$ cat src/rtl/conv_seq_ctrl.sv
// Read sequencer for a stride-1, valid-padding 3-row convolution layer.
// Issues one image/kernel read pair per cycle and emits datapath markers aligned to the returning RAM data.
module conv_seq_ctrl #(
  parameter int ADDR_WIDTH = 12,
  parameter int DIM_WIDTH  = 8,
  parameter int RD_LAT     = 1,
  parameter int DRAIN_CYC  = 8
) (
  input  logic                  clk,
  input  logic                  reset,
  input  logic                  go,
  input  logic [DIM_WIDTH-1:0]  cfg_img_w,
  input  logic [DIM_WIDTH-1:0]  cfg_img_h,
  input  logic [DIM_WIDTH-1:0]  cfg_k_w,
  input  logic [ADDR_WIDTH-1:0] cfg_img_base,
  input  logic [ADDR_WIDTH-1:0] cfg_kern_base,
  input  logic [2:0]            cfg_mask,
  output logic                  img_rd,
  output logic [ADDR_WIDTH-1:0] img_addr,
  output logic                  kern_rd,
  output logic [ADDR_WIDTH-1:0] kern_addr,
  output logic                  start,
  output logic [2:0]            mask,
  output logic                  clr_k_col_cnt,
  output logic                  clr_col_cnt,
  output logic                  busy,
  output logic                  done,
  output logic                  cfg_err
);

  typedef enum logic [1:0] {S_IDLE = 2'd0, S_RUN = 2'd1, S_DRAIN = 2'd2, S_DONE = 2'd3} state_t;

  localparam int DRAIN_W = $clog2(RD_LAT + DRAIN_CYC + 1);
  localparam logic [DRAIN_W-1:0] DRAIN_LAST = DRAIN_W'(RD_LAT + DRAIN_CYC - 1);

  state_t                state_q, state_d;
  logic [DIM_WIDTH-1:0]  img_w_q, img_w_d;
  logic [DIM_WIDTH-1:0]  k_w_q, k_w_d;
  logic [DIM_WIDTH-1:0]  out_w_q, out_w_d;
  logic [DIM_WIDTH-1:0]  out_h_q, out_h_d;
  logic [ADDR_WIDTH-1:0] kern_base_q, kern_base_d;
  logic [2:0]            mask_cfg_q, mask_cfg_d;
  logic [DIM_WIDTH-1:0]  k_q, k_d;
  logic [DIM_WIDTH-1:0]  oc_q, oc_d;
  logic [DIM_WIDTH-1:0]  b_q, b_d;
  logic [ADDR_WIDTH-1:0] col_base_q, col_base_d;
  logic [ADDR_WIDTH-1:0] band_base_q, band_base_d;
  logic                  img_rd_q, img_rd_d;
  logic [ADDR_WIDTH-1:0] img_addr_q, img_addr_d;
  logic [ADDR_WIDTH-1:0] kern_addr_q, kern_addr_d;
  logic                  busy_q, busy_d;
  logic                  done_q, done_d;
  logic                  cfg_err_q, cfg_err_d;
  logic [DRAIN_W-1:0]    drain_cnt_q, drain_cnt_d;
  // Marker delay line entry: {start, clrk, clrc, mask[2:0]}
  logic [5:0]            dly_q [RD_LAT];
  logic [5:0]            dly_d [RD_LAT];

  logic cfg_illegal_s;
  logic last_k_s;
  logic last_oc_s;
  logic last_b_s;
  logic issue_s;

  assign cfg_illegal_s = (cfg_k_w == '0) || (cfg_k_w > cfg_img_w) || (cfg_img_h < DIM_WIDTH'(3));
  assign last_k_s      = (k_q == k_w_q - DIM_WIDTH'(1));
  assign last_oc_s     = (oc_q == out_w_q - DIM_WIDTH'(1));
  assign last_b_s      = (b_q == out_h_q - DIM_WIDTH'(1));

  always_comb begin
    state_d     = state_q;
    img_w_d     = img_w_q;
    k_w_d       = k_w_q;
    out_w_d     = out_w_q;
    out_h_d     = out_h_q;
    kern_base_d = kern_base_q;
    mask_cfg_d  = mask_cfg_q;
    k_d         = k_q;
    oc_d        = oc_q;
    b_d         = b_q;
    col_base_d  = col_base_q;
    band_base_d = band_base_q;
    busy_d      = busy_q;
    cfg_err_d   = cfg_err_q;
    drain_cnt_d = drain_cnt_q;
    done_d      = 1'b0;
    issue_s     = 1'b0;

    case (state_q)
      S_IDLE: begin
        busy_d = 1'b0;
        if (go) begin
          img_w_d     = cfg_img_w;
          k_w_d       = cfg_k_w;
          out_w_d     = cfg_img_w - cfg_k_w + DIM_WIDTH'(1);
          out_h_d     = cfg_img_h - DIM_WIDTH'(2);
          kern_base_d = cfg_kern_base;
          mask_cfg_d  = cfg_mask;
          k_d         = '0;
          oc_d        = '0;
          b_d         = '0;
          col_base_d  = cfg_img_base;
          band_base_d = cfg_img_base;
          cfg_err_d   = cfg_illegal_s;
          if (cfg_illegal_s) begin
            state_d = S_DONE;
            done_d  = 1'b1;
          end else begin
            state_d = S_RUN;
            busy_d  = 1'b1;
            issue_s = 1'b1;
          end
        end else begin
          state_d = S_IDLE;
        end
      end
      S_RUN: begin
        // Advance k fastest, then output column, then band; each band restarts one image row lower.
        if (!last_k_s) begin
          k_d     = k_q + DIM_WIDTH'(1);
          issue_s = 1'b1;
        end else if (!last_oc_s) begin
          k_d        = '0;
          oc_d       = oc_q + DIM_WIDTH'(1);
          col_base_d = col_base_q + ADDR_WIDTH'(1);
          issue_s    = 1'b1;
        end else if (!last_b_s) begin
          k_d         = '0;
          oc_d        = '0;
          b_d         = b_q + DIM_WIDTH'(1);
          band_base_d = band_base_q + ADDR_WIDTH'(img_w_q);
          col_base_d  = band_base_d;
          issue_s     = 1'b1;
        end else begin
          state_d     = S_DRAIN;
          drain_cnt_d = '0;
        end
      end
      S_DRAIN: begin
        if (drain_cnt_q == DRAIN_LAST) begin
          state_d = S_DONE;
          done_d  = 1'b1;
          busy_d  = 1'b0;
        end else begin
          drain_cnt_d = drain_cnt_q + DRAIN_W'(1);
        end
      end
      S_DONE: begin
        state_d = S_IDLE;
        busy_d  = 1'b0;
      end
      default: begin
        state_d = S_IDLE;
        busy_d  = 1'b0;
      end
    endcase

    if (issue_s) begin
      img_rd_d    = 1'b1;
      img_addr_d  = col_base_d + ADDR_WIDTH'(k_d);
      kern_addr_d = kern_base_d + ADDR_WIDTH'(k_d);
    end else begin
      img_rd_d    = 1'b0;
      img_addr_d  = '0;
      kern_addr_d = '0;
    end

    // Stage 0 captures the markers of the read currently on the address bus.
    dly_d[0] = {img_rd_q, img_rd_q & last_k_s, img_rd_q & last_k_s & last_oc_s,
                img_rd_q ? mask_cfg_q : 3'b000};
    for (int i = 1; i < RD_LAT; i++) begin
      dly_d[i] = dly_q[i-1];
    end
  end

  // State, counters, latched config and output registers
  always_ff @(posedge clk) begin
    if (reset) begin
      state_q     <= S_IDLE;
      img_w_q     <= '0;
      k_w_q       <= '0;
      out_w_q     <= '0;
      out_h_q     <= '0;
      kern_base_q <= '0;
      mask_cfg_q  <= 3'b000;
      k_q         <= '0;
      oc_q        <= '0;
      b_q         <= '0;
      col_base_q  <= '0;
      band_base_q <= '0;
      img_rd_q    <= 1'b0;
      img_addr_q  <= '0;
      kern_addr_q <= '0;
      busy_q      <= 1'b0;
      done_q      <= 1'b0;
      cfg_err_q   <= 1'b0;
      drain_cnt_q <= '0;
      for (int i = 0; i < RD_LAT; i++) begin
        dly_q[i] <= 6'b000000;
      end
    end else begin
      state_q     <= state_d;
      img_w_q     <= img_w_d;
      k_w_q       <= k_w_d;
      out_w_q     <= out_w_d;
      out_h_q     <= out_h_d;
      kern_base_q <= kern_base_d;
      mask_cfg_q  <= mask_cfg_d;
      k_q         <= k_d;
      oc_q        <= oc_d;
      b_q         <= b_d;
      col_base_q  <= col_base_d;
      band_base_q <= band_base_d;
      img_rd_q    <= img_rd_d;
      img_addr_q  <= img_addr_d;
      kern_addr_q <= kern_addr_d;
      busy_q      <= busy_d;
      done_q      <= done_d;
      cfg_err_q   <= cfg_err_d;
      drain_cnt_q <= drain_cnt_d;
      for (int i = 0; i < RD_LAT; i++) begin
        dly_q[i] <= dly_d[i];
      end
    end
  end

  assign img_rd        = img_rd_q;
  assign kern_rd       = img_rd_q;
  assign img_addr      = img_addr_q;
  assign kern_addr     = kern_addr_q;
  assign start         = dly_q[RD_LAT-1][5];
  assign clr_k_col_cnt = dly_q[RD_LAT-1][4];
  assign clr_col_cnt   = dly_q[RD_LAT-1][3];
  assign mask          = dly_q[RD_LAT-1][2:0];
  assign busy          = busy_q;
  assign done          = done_q;
  assign cfg_err       = cfg_err_q;

endmodule

$ cat config.mk
export PLATFORM = sky130hd
export DESIGN_NAME = conv_seq_ctrl
export DESIGN_NICKNAME = d
export VERILOG_FILES = /design/src/rtl/conv_seq_ctrl.sv
export SDC_FILE = /design/constraint.sdc
export NUM_CORES = 1
export LEC_CHECK = 0
export BUFFER_PORTS_ARGS = -buffer_cell sky130_fd_sc_hd__buf_2
export CORE_UTILIZATION = 25
export DETAILED_ROUTE_END_ITERATION = 10
export GPL_TIMING_DRIVEN = 0
export SETUP_SLACK_MARGIN = 0.2
export SYNTH_ARGS = -nofsm -noshare
export SYNTH_HDL_FRONTEND = slang
export SYNTH_SLANG_ARGS = --single-unit
$ cat constraint.sdc
create_clock -name clk -period 5.55 [get_ports clk]
set_clock_uncertainty 0.2 [all_clocks]
set_input_delay 1.11 -clock clk [delete_from_list [all_inputs] [get_ports clk]]
set_output_delay 1.11 -clock clk [all_outputs]
set_load 0.01 [all_outputs]
==> results of run 1 <==
-- repair_timing --
item                                   4_1_cts  5_1_grt
gates resized for setup                     10       38
pin swaps                                    1        8
setup buffers                                1        8
endpoints found under the hold margin        0        0
hold buffers                                 0        0
gates cloned                                 0        0
setup endpoints to repair                    6       11
-- cell families (layout without fill, tap and decap cells) --
| group | after synthesis | after routing | share of synthesized area |
|---|---|---|---|
| DFF | 135 | 135 | 0.3171 |
| xor gates and xnor gates | 77 | 77 | 0.08075 |
| adders and majority gates | 59 | 59 | 0.08956 |
| and+or+nand+nor | 416 | 416 | 0.2345 |
| AOI/OAI and AO/OA | 238 | 238 | 0.1959 |
| muxes | 31 | 31 | 0.03788 |
| buffers and inverters | 98 | 225 | 0.04434 |
-- how the worst max path moves through the flow --
stage                          startpoint                        to  slack, ns  depth (start not counted)
detailed placement                     go  kern_addr[11]$_SDFF_PP0_      -0.80                         18
floorplan                              go  kern_addr[11]$_SDFF_PP0_       0.43                         18
finish              k_w_q[0]$_SDFFE_PP0P_   img_addr[10]$_SDFF_PP0_       0.46                         20
global placement                       go  kern_addr[11]$_SDFF_PP0_      -0.83                         18
global route        k_w_q[0]$_SDFFE_PP0P_   img_addr[10]$_SDFF_PP0_       0.16                         20
CTS                 k_w_q[0]$_SDFFE_PP0P_   kern_addr[8]$_SDFF_PP0_       0.21                         20
-- worst register-to-register path, stage by stage (launching register included) --
cell       delay [ns]
dfxtp_2          0.36
inv_1            0.07
ha_2             0.20
or3b_4           0.42
nor4_4           0.20
o2111ai_4        0.20
a211oi_4         0.39
clkbuf_4         0.32
o21ai_0          0.16
mux2i_1          0.18
a21oi_1          0.09
a221o_1          0.32
ha_1             0.23
fa_1             0.45
nor2_1           0.18
a41oi_1          0.18
a31oi_1          0.23
o21ai_1          0.12
a41o_1           0.26
xor2_1           0.16
nor2_1           0.05
-- through the flow --
step	setup TNS (ns)	power (mW)	instance area [um^2]	util
after floorplan	0	2.401	8522	-
after global placement	-3.051	2.844	9518	0.2838
after detailed placement	-2.789	2.875	9518	0.2838
after CTS	0	4.068	10140	0.3024
after global routing	0	4.376	10330	0.3082
final	0	4.115	10330	0.3082
-- flip-flops by register name (all words and copies together) (netlist names), 12 cells and up --
name,count
img_addr,12
col_base_q,12
kern_base_q,12
band_base_q,12
kern_addr,12
-- power by group through the flow --
stage / Combinational, mW / Clock, mW / Sequential, mW
final: 1.66 / 1.18 / 1.28
after CTS: 1.60 / 1.19 / 1.27
after floorplan: 1.13 / 0 / 1.27
after global routing: 1.84 / 1.24 / 1.30
after global placement: 1.56 / 0 / 1.29
after detailed placement: 1.58 / 0 / 1.29
-- cells in the final DEF, fill, tap and decap left out, types with 17 or more instances in the layout --
cell       synthesis  layout
o21ai_0           21      21
xor2_1            31      31
nand3_1           25      25
mux2i_1           21      20
a211oi_1          20      19
nor2_1           127     126
nor2b_1           25      25
xnor2_1           45      45
nor3_1            17      17
dfxtp_1          135     133
inv_1             45      44
ha_1              53      52
and2_1            23      23
buf_2              5      92
nand2_1          121     121
clkbuf_1          46      37
a21oi_1           80      80
clkbuf_16          0      17
-- layer usage --
metal	routed length, um	GRT usage	up-vias	part of all wire
li1	-	-	3944	-
met1	11590	0.1850	3904	0.43
met2	13170	0.2720	230	0.49
met3	1347	0.02520	36	0.050
met4	635	0.05391	0	0.024
met5	0	0	-	0
-- final cells by class --
cell class	instances	area (um^2)	area share
buffer	53	227.7	0.02203
clock buffer	18	429.2	0.04153
clock inverter	13	168.9	0.01634
inverter	45	168.9	0.01634
multi-input combinational	821	5572	0.5391
sequential	135	2705	0.2617
tap	448	560.5	0.05424
timing repair buffer	96	503.0	0.04867
==> results.yml, run 1 <==
run_status:
  outcome: "complete, no violations"
sta:
  final_min_period_over_clock_period: 0.9171
  post_layout_min_period_ns: 5.090
  slew-limit-headroom: 0.2216
  max_freq_ghz: 0.1965
  worst-slew-pin-transition_ns: 1.168
  hold_viol: 0
  slew_violations: 0
  setup_violations: 0
  setup_repair_after_global_routing_missed_its_margin: "no"
  finalWorstSetupSlack_ns: 0.4603
  whs_ns: 0.2542
drt:
  routed_wirelength_mm: 26.74
  drt_drc_violations_left: 0
  drt_pre_antenna_iters: 7
  count_of_antenna_violating_nets_left_after_detailed_routing: 0
  via_count: 8114
  drt_iter0_drc: 454
  avgViaCountPerCell: 4.981
  wl_per_cell_um: 16.42
clock_tree:
  clock_sinks: 135
  worstSkewPairLatency_ns: 0.42
  htree_levels: 4
  clockRootBuffer: "clkbuf_16"
  cts_made_buffers: 17
  ctsLongestPathBuffers: 2
  cts.reportedPaths.clkPinSlew_ns: 0.06
  tritoncts: "done"
synthesis:
  yosysUniqueCellTypes: 86
  post-synth-top-count-cell: "dfxtp_1"
  synth-async-reset-ratio: 0
  post-synth-top-area-cell: "dfxtp_1"
  avg_cell_area_syn_um2: 8.085
  instance_count_of_the_mapped_netlist: 1054
  number_of_synthesized_flops_with_an_enable_pin: 0
  synth.area.top_cells: "dfxtp_1 32%, ha_1 7.8%, nor2_1 5.6%"
  synth_ff_type: "dfxtp_1"
  synth-seq-cells: 135
  synth_commonest_cells: "135 x dfxtp_1, 127 x nor2_1, 121 x nand2_1"
  syn_area_mm2: 0.008522
  synth-seq-area-share: 0.3171
  synth_nets: 1165
  post-synth-top-area-fraction: 0.3171
  yosysWarnings: 0
global_routing:
  grt_antenna_before_repair: 0
  track_usage: 0.1530
  grt_max_degree: 17
  vias_in_the_first_global_route: 7713
  grt_first_pass_wirelength_mm: 42.06
  grt_overflow: 0
place:
  buffer_ports.inserted: 87
  place_ws_ns: -0.7976
  hpwl_mm: 20.41
  placed_cells_incl_taps: 1589
  gpl.final_weighted_congestion: 0.8985
power_and_ir_drop:
  power.clock.fraction: 0.286
  switching_power_mw: 1.635
  seqPwrFrac: 0.310
  internal_power_mw: 2.480
  switch_share: 0.3973
  power.density_mw_per_mm2: 398.2
  power_frac_comb: 0.404
  vdd_ir_drop_max_uv: 178.8
  total_leakage_power_nw: 4.175
final_layout:
  share_of_layout_cells_above_drive_strength_1: 0.1626
  area.growth.synth_to_final_pct: 21.27
  final_nets: 1280
  nFillCells: 3575
  antennaDiodeCount: 0
  layoutNonFillerInstCount: 1629
die:
  core_region_area_mm2: 0.03353
  row_count: 67
  initial_util: 0.2541
  top_level_ports: 89
  floorplan.die.height_um: 186.6
  floorplan.die_area_mm2: 0.03483
  die_w_um: 186.6
critical_path:
  critical_path.most_common_cell: "nor2_1"
  cell_chain_of_the_critical_path: "inv_1 > ha_2 > or3b_4 > nor4_4 > o2111ai_4 > a211oi_4 > clkbuf_4 > o21ai_0 > mux2i_1 > a21oi_1 > a221o_1 > ha_1 > fa_1 > nor2_1 > a41oi_1 > a31oi_1 > o21ai_1 > a41o_1 > xor2_1 > nor2_1"
  required_time_of_the_critical_path_ns: 5.64
  rr_worst_depth: 20
  critPathCaptureType: "flip-flop"
  worstSetupStartpointType: "flip-flop"
  critical-path-top-delay-family: "compound AO/OA/AOI/OAI gates"
  timing.rr.start: "k_w_q[0]$_SDFFE_PP0P_"
  crit_slowest_cell: "fa_1"
  worst-setup-path-type: "flip-flop to flip-flop"
  worst-path-max-fanout: 10
  critPathArrivalTime_ns: 5.18
  worstReg2RegEnd: "img_addr[10]$_SDFF_PP0_"
  cpPeakStageDelay_ns: 0.45
  r2r_setup_slk_ns: 0.46
  cp.buffers_inverters: 2
hold_path:
  hp-class: "flip-flop to flip-flop"
  hold-path-endpoint: "mask_cfg_q[0]$_SDFFE_PP0P_"
  min_delay_path_depth: 2
  worst_hold_startpoint: "mask_cfg_q[0]$_SDFFE_PP0P_"
run:
  drv_cap: 0
(Power assumes the default switching activity.)
==> inputs of run 2 (changes only) <==
- CORE_ASPECT_RATIO: not set -> 0.75
==> results.yml, run 2 (synthesized netlist as in run 1, its figures left out) <==
run_status:
  outcome: "complete, no violations"
drt:
  drt_drc_violations_left: 0
  avgViaCountPerCell: 4.969
  drt_iter0_drc: 716
  count_of_antenna_violating_nets_left_after_detailed_routing: 0
  drt_pre_antenna_iters: 5
  routed_wirelength_mm: 27.49
  via_count: 8115
  wl_per_cell_um: 16.84
sta:
  worst-slew-pin-transition_ns: 1.152
  whs_ns: 0.2579
  slew_violations: 0
  post_layout_min_period_ns: 5.156
  finalWorstSetupSlack_ns: 0.3937
  final_min_period_over_clock_period: 0.9291
  hold_viol: 0
  max_freq_ghz: 0.1939
  setup_repair_after_global_routing_missed_its_margin: "yes"
  setup_violations: 0
  slew-limit-headroom: 0.2318
clock_tree:
  tritoncts: "done"
  cts.reportedPaths.clkPinSlew_ns: 0.06
  ctsLongestPathBuffers: 2
  clockRootBuffer: "clkbuf_16"
  htree_levels: 4
  cts_made_buffers: 17
  clock_sinks: 135
  worstSkewPairLatency_ns: 0.44
global_routing:
  busiest_layer: "met2"
  met1_usage: 0.2277
  grt_antenna_before_repair: 3
  track_usage: 0.1589
  gr-usage-met3: 0.04270
  vias_in_the_first_global_route: 7667
  met2_usage: 0.2320
  grt_first_pass_wirelength_mm: 42.99
  grt_max_degree: 17
  grt_overflow: 0
critical_path:
  timing.rr.start: "k_w_q[2]$_SDFFE_PP0P_"
  worstReg2RegEnd: "kern_addr[11]$_SDFF_PP0_"
  r2r_setup_slk_ns: 0.39
  required_time_of_the_critical_path_ns: 5.65
  worst-path-max-fanout: 10
  worstSetupStartpointType: "flip-flop"
  rr_worst_depth: 21
  worst-setup-path-type: "flip-flop to flip-flop"
  critPathCaptureType: "flip-flop"
  critPathArrivalTime_ns: 5.26
final_layout:
  layout_commonest_cell: "dfxtp_1"
  final_nets: 1280
  share_of_layout_cells_above_drive_strength_1: 0.1675
  mostFrequentLayoutCells: "133 x dfxtp_1, 127 x nor2_1, 121 x nand2_1, 90 x buf_2, 79 x a21oi_1"
  final_area_mm2: 0.01030
  nFillCells: 3640
  utilization: 0.3071
  area.growth.synth_to_final_pct: 20.83
hold_path:
  hp-class: "flip-flop to flip-flop"
  worst_hold_startpoint: "mask_cfg_q[0]$_SDFFE_PP0P_"
  hold-path-endpoint: "dly_q[0][0]$_SDFF_PP0_"
  min_delay_path_depth: 1
power_and_ir_drop:
  total_leakage_power_nw: 4.159
  switching_power_mw: 1.640
  fin_total_pwr_mw: 4.040
  switch_share: 0.4061
  power.density_mw_per_mm2: 392.3
  power.clock.fraction: 0.275
  seqPwrFrac: 0.315
  vdd_ir_drop_max_uv: 192.8
  internal_power_mw: 2.399
  power_frac_comb: 0.410
die:
  floorplan.die.height_um: 161.9
  core_region_area_mm2: 0.03353
  initial_util: 0.2542
  floorplan.die_area_mm2: 0.03484
  row_count: 58
  die_w_um: 215.2
  top_level_ports: 89
place:
  place_ws_ns: -0.9077
  gpl.final_weighted_congestion: 0.8997
  place_area_mm2: 0.009520
  buffer_ports.inserted: 87
  hpwl_mm: 21.40
run:
  drv_cap: 0
[run 2: cell type report]
cell class | count | area, um^2 | area share
sequential | 135 | 2705 | 0.2627
antenna | 1 | 2.502 | 0.0002430
multi-input combinational | 821 | 5559 | 0.5399
clock inverter | 14 | 126.4 | 0.01227
inverter | 45 | 168.9 | 0.01640
timing repair buffer | 96 | 503.0 | 0.04885
buffer | 53 | 230.2 | 0.02236
tap | 450 | 563.0 | 0.05468
clock buffer | 18 | 439.2 | 0.04265
[run 2: worst max path at each step]
stage                                  from                       end  slack, ns
finish                k_w_q[2]$_SDFFE_PP0P_  kern_addr[11]$_SDFF_PP0_       0.39
global route        state_q[1]$_SDFFE_PP0P_  kern_addr[10]$_SDFF_PP0_       0.16
CTS                                      go  kern_addr[11]$_SDFF_PP0_       0.15
detailed placement                       go  kern_addr[11]$_SDFF_PP0_      -0.91
global placement                         go  kern_addr[11]$_SDFF_PP0_      -0.85
floorplan                                go  kern_addr[11]$_SDFF_PP0_       0.43
[run 2: critical path: stages, from the launching register on]
cell      delay [ns]
dfxtp_1         0.36
or4_4           0.56
o221a_1         0.27
a311oi_2        0.32
a211oi_2        0.13
buf_4           0.18
clkbuf_4        0.21
o21ai_0         0.17
nand2_1         0.06
o21ai_0         0.07
a22o_2          0.22
ha_1            0.18
inv_1           0.07
and2_1          0.15
and2_1          0.15
o211ai_1        0.29
a31oi_2         0.17
o31ai_2         0.30
a21boi_1        0.13
or4b_1          0.55
xnor2_1         0.19
nor2_1          0.06
[run 2: what timing repair did]
item / CTS / global route
hold endpoints to repair: 0 / 0
resized for setup: 12 / 37
setup endpoints to repair: 6 / 11
setup buffers: 2 / 7
pin swaps: 1 / 11
hold buffers: 0 / 0
[run 2: per-layer routing]
layer  vias up  routed length [um]  part of all wire
met2       242               11510              0.42
li1       3943                   -                 -
met1      3892               13560              0.49
met5         -                   8           0.00029
met4         2                 434             0.016
met3        36                1983             0.072
[run 2: power groups by stage]
stage | clock network (mW) | registers (mW) | logic (mW)
finish | 1.11 | 1.27 | 1.66
global route | 1.18 | 1.30 | 1.83
CTS | 1.13 | 1.27 | 1.59
detailed placement | 0 | 1.29 | 1.58
global placement | 0 | 1.29 | 1.55
floorplan | 0 | 1.27 | 1.13
[run 2: through the flow]
step           std cells  TNS [ns]
2_1_floorplan       1054         0
3_3_place_gp        1591    -3.073
3_5_place_dp        1591    -3.375
4_1_cts             1625         0
5_1_grt             1633         0
6_report            1633         0
==> inputs of run 3 (changes only) <==
- CELL_PAD_IN_SITES_DETAIL_PLACEMENT: not set -> 0
- CELL_PAD_IN_SITES_GLOBAL_PLACEMENT: not set -> 2
- PLACE_DENSITY_LB_ADDON: not set -> 0.1
==> results.yml, run 3 (synthesized netlist as in run 1, its figures left out) <==
sta:
  setup_violations: 0
  max_freq_ghz: 0.1970
  slew-limit-headroom: 0.2264
  slew_violations: 0
  hold_viol: 0
  setup_repair_after_global_routing_missed_its_margin: "yes"
  post_layout_min_period_ns: 5.076
  worst-slew-pin-transition_ns: 1.160
  final_min_period_over_clock_period: 0.9145
drt:
  wl_per_cell_um: 19.11
  drt_pre_antenna_iters: 8
  routed_wirelength_mm: 31.22
  drt_iter0_drc: 437
  count_of_antenna_violating_nets_left_after_detailed_routing: 0
  avgViaCountPerCell: 4.807
  via_count: 7855
  drt_drc_violations_left: 4
global_routing:
  grt_antenna_before_repair: 0
  grt_first_pass_wirelength_mm: 46.96
  grt_max_degree: 17
  track_usage: 0.1826
  vias_in_the_first_global_route: 7373
  grt_overflow: 0
power_and_ir_drop:
  total_leakage_power_nw: 4.163
  vdd_ir_drop_max_uv: 171.7
  power.density_mw_per_mm2: 398.0
  fin_total_pwr_mw: 4.103
clock_tree:
  worstSkewPairLatency_ns: 0.46
  ctsLongestPathBuffers: 2
  cts.reportedPaths.clkPinSlew_ns: 0.07
  cts-hold-fix-buffers: 0
  htree_levels: 4
  clockRootBuffer: "clkbuf_16"
  clock_sinks: 135
  cts_made_buffers: 17
  tritoncts: "done"
critical_path:
  required_time_of_the_critical_path_ns: 5.67
  worst-path-max-fanout: 10
  worst-setup-path-type: "flip-flop to flip-flop"
  critPathCaptureType: "flip-flop"
  worstSetupStartpointType: "flip-flop"
  critPathArrivalTime_ns: 5.20
final_layout:
  mostFrequentLayoutCells: "135 x dfxtp_1, 127 x nor2_1, 121 x nand2_1, 90 x buf_2, 78 x a21oi_1"
  final_nets: 1281
  area.growth.synth_to_final_pct: 20.95
  layout_commonest_cell: "dfxtp_1"
  nFillCells: 3676
  layoutNonFillerInstCount: 1634
  share_of_layout_cells_above_drive_strength_1: 0.1674
die:
  row_count: 58
  floorplan.die_area_mm2: 0.03484
  core_region_area_mm2: 0.03353
  initial_util: 0.2542
  die_w_um: 215.2
  top_level_ports: 89
  floorplan.die.height_um: 161.9
hold_path:
  hp-class: "flip-flop to flip-flop"
run_status:
  failed_checks: "design-rule violations"
  outcome: "complete, but fails checks"
place:
  placed_cells_incl_taps: 1591
  buffer_ports.inserted: 87
  hpwl_mm: 24.41
  gpl.final_weighted_congestion: 0.7912
run:
  drv_cap: 0
-- run 3: cell types whose count changed in the layout (fill, tap and decap cells not counted), moves of 2 or more --
cell      delta
clkinv_2     -3
dfxtp_2      -2
dfxtp_1      +2
clkbuf_1     +2
o21ai_2      +2
-- run 3: report_power, final --
part | leakage [nW] | internal [mW] | switching (mW) | total [mW]
Clock | 0.266 | 0.645 | 0.488 | 1.13
Sequential | 1.10 | 1.14 | 0.142 | 1.28
Combinational | 2.79 | 0.629 | 1.06 | 1.69
Total | 4.16 | 2.41 | 1.69 | 4.10
-- run 3: layout make-up --
class                   count  area, um^2  area share
clock inverters            12       120.1     0.01165
clock buffers              20       456.7     0.04431
well taps                 450       563.0     0.05462
diodes                      1       2.502   0.0002428
flip-flops and latches    135        2703      0.2622
multi-input cells         821        5554      0.5388
plain buffers              53       229.0     0.02221
repair buffers             97       510.5     0.04953
inverters                  45       168.9     0.01639
-- run 3: final timing paths --
check	to	start	slack (ns)	cells after the start
setup / recovery	img_addr[10]$_SDFF_PP0_	out_w_q[0]$_SDFFE_PP0P_	0.47	17
hold reg to reg	mask_cfg_q[2]$_SDFFE_PP0P_	mask_cfg_q[2]$_SDFFE_PP0P_	0.25	2
setup reg to reg	img_addr[10]$_SDFF_PP0_	out_w_q[0]$_SDFFE_PP0P_	0.47	17
hold / removal	mask_cfg_q[2]$_SDFFE_PP0P_	mask_cfg_q[2]$_SDFFE_PP0P_	0.25	2
-- run 3: repair_timing --
action | 4_1_cts | 5_1_grt
pin swaps | 2 | 10
endpoints found under the setup margin | 12 | 11
buffers inserted | 4 | 6
gates resized for setup | 21 | 24
-- run 3: through the flow --
stage | cell area (um^2) | setup TNS, ns | setup WS, ns | util | hold slack, ns
2_1_floorplan | 8522 | 0 | 0.4309 | - | 0.2296
3_3_place_gp | 9520 | -5.175 | -1.098 | 0.2840 | 0.2435
3_5_place_dp | 9520 | -4.881 | -1.105 | 0.2840 | 0.2434
4_1_cts | 10190 | 0 | 0.1823 | 0.3039 | 0.2536
5_1_grt | 10300 | 0 | 0.1718 | 0.3074 | 0.2805
6_report | 10310 | 0 | 0.4744 | 0.3074 | 0.2508
-- run 3: layer usage --
layer / share of wire / GRT usage / routed length, um / up-vias
li1: - / - / - / 3967
met1: 0.56 / 0.2806 / 17480 / 3768
met2: 0.40 / 0.2598 / 12580 / 101
met3: 0.029 / 0.02959 / 903 / 19
met4: 0.0085 / 0.04352 / 264 / 0
met5: 0 / 0 / 0 / -
-- run 3: worst max-delay path, cell delays in order (launching register included) --
cell       delay [ns]
dfxtp_1          0.37
or4_1            0.61
o2111ai_1        0.21
o2111ai_1        0.20
o21ai_2          0.41
clkbuf_1         0.52
a21oi_2          0.17
a22oi_1          0.18
nor2_1           0.06
a221o_1          0.36
fa_1             0.46
nor2_1           0.17
a41oi_1          0.20
a31oi_1          0.25
o21ai_2          0.10
a41o_1           0.25
xor2_1           0.15
nor2_1           0.05
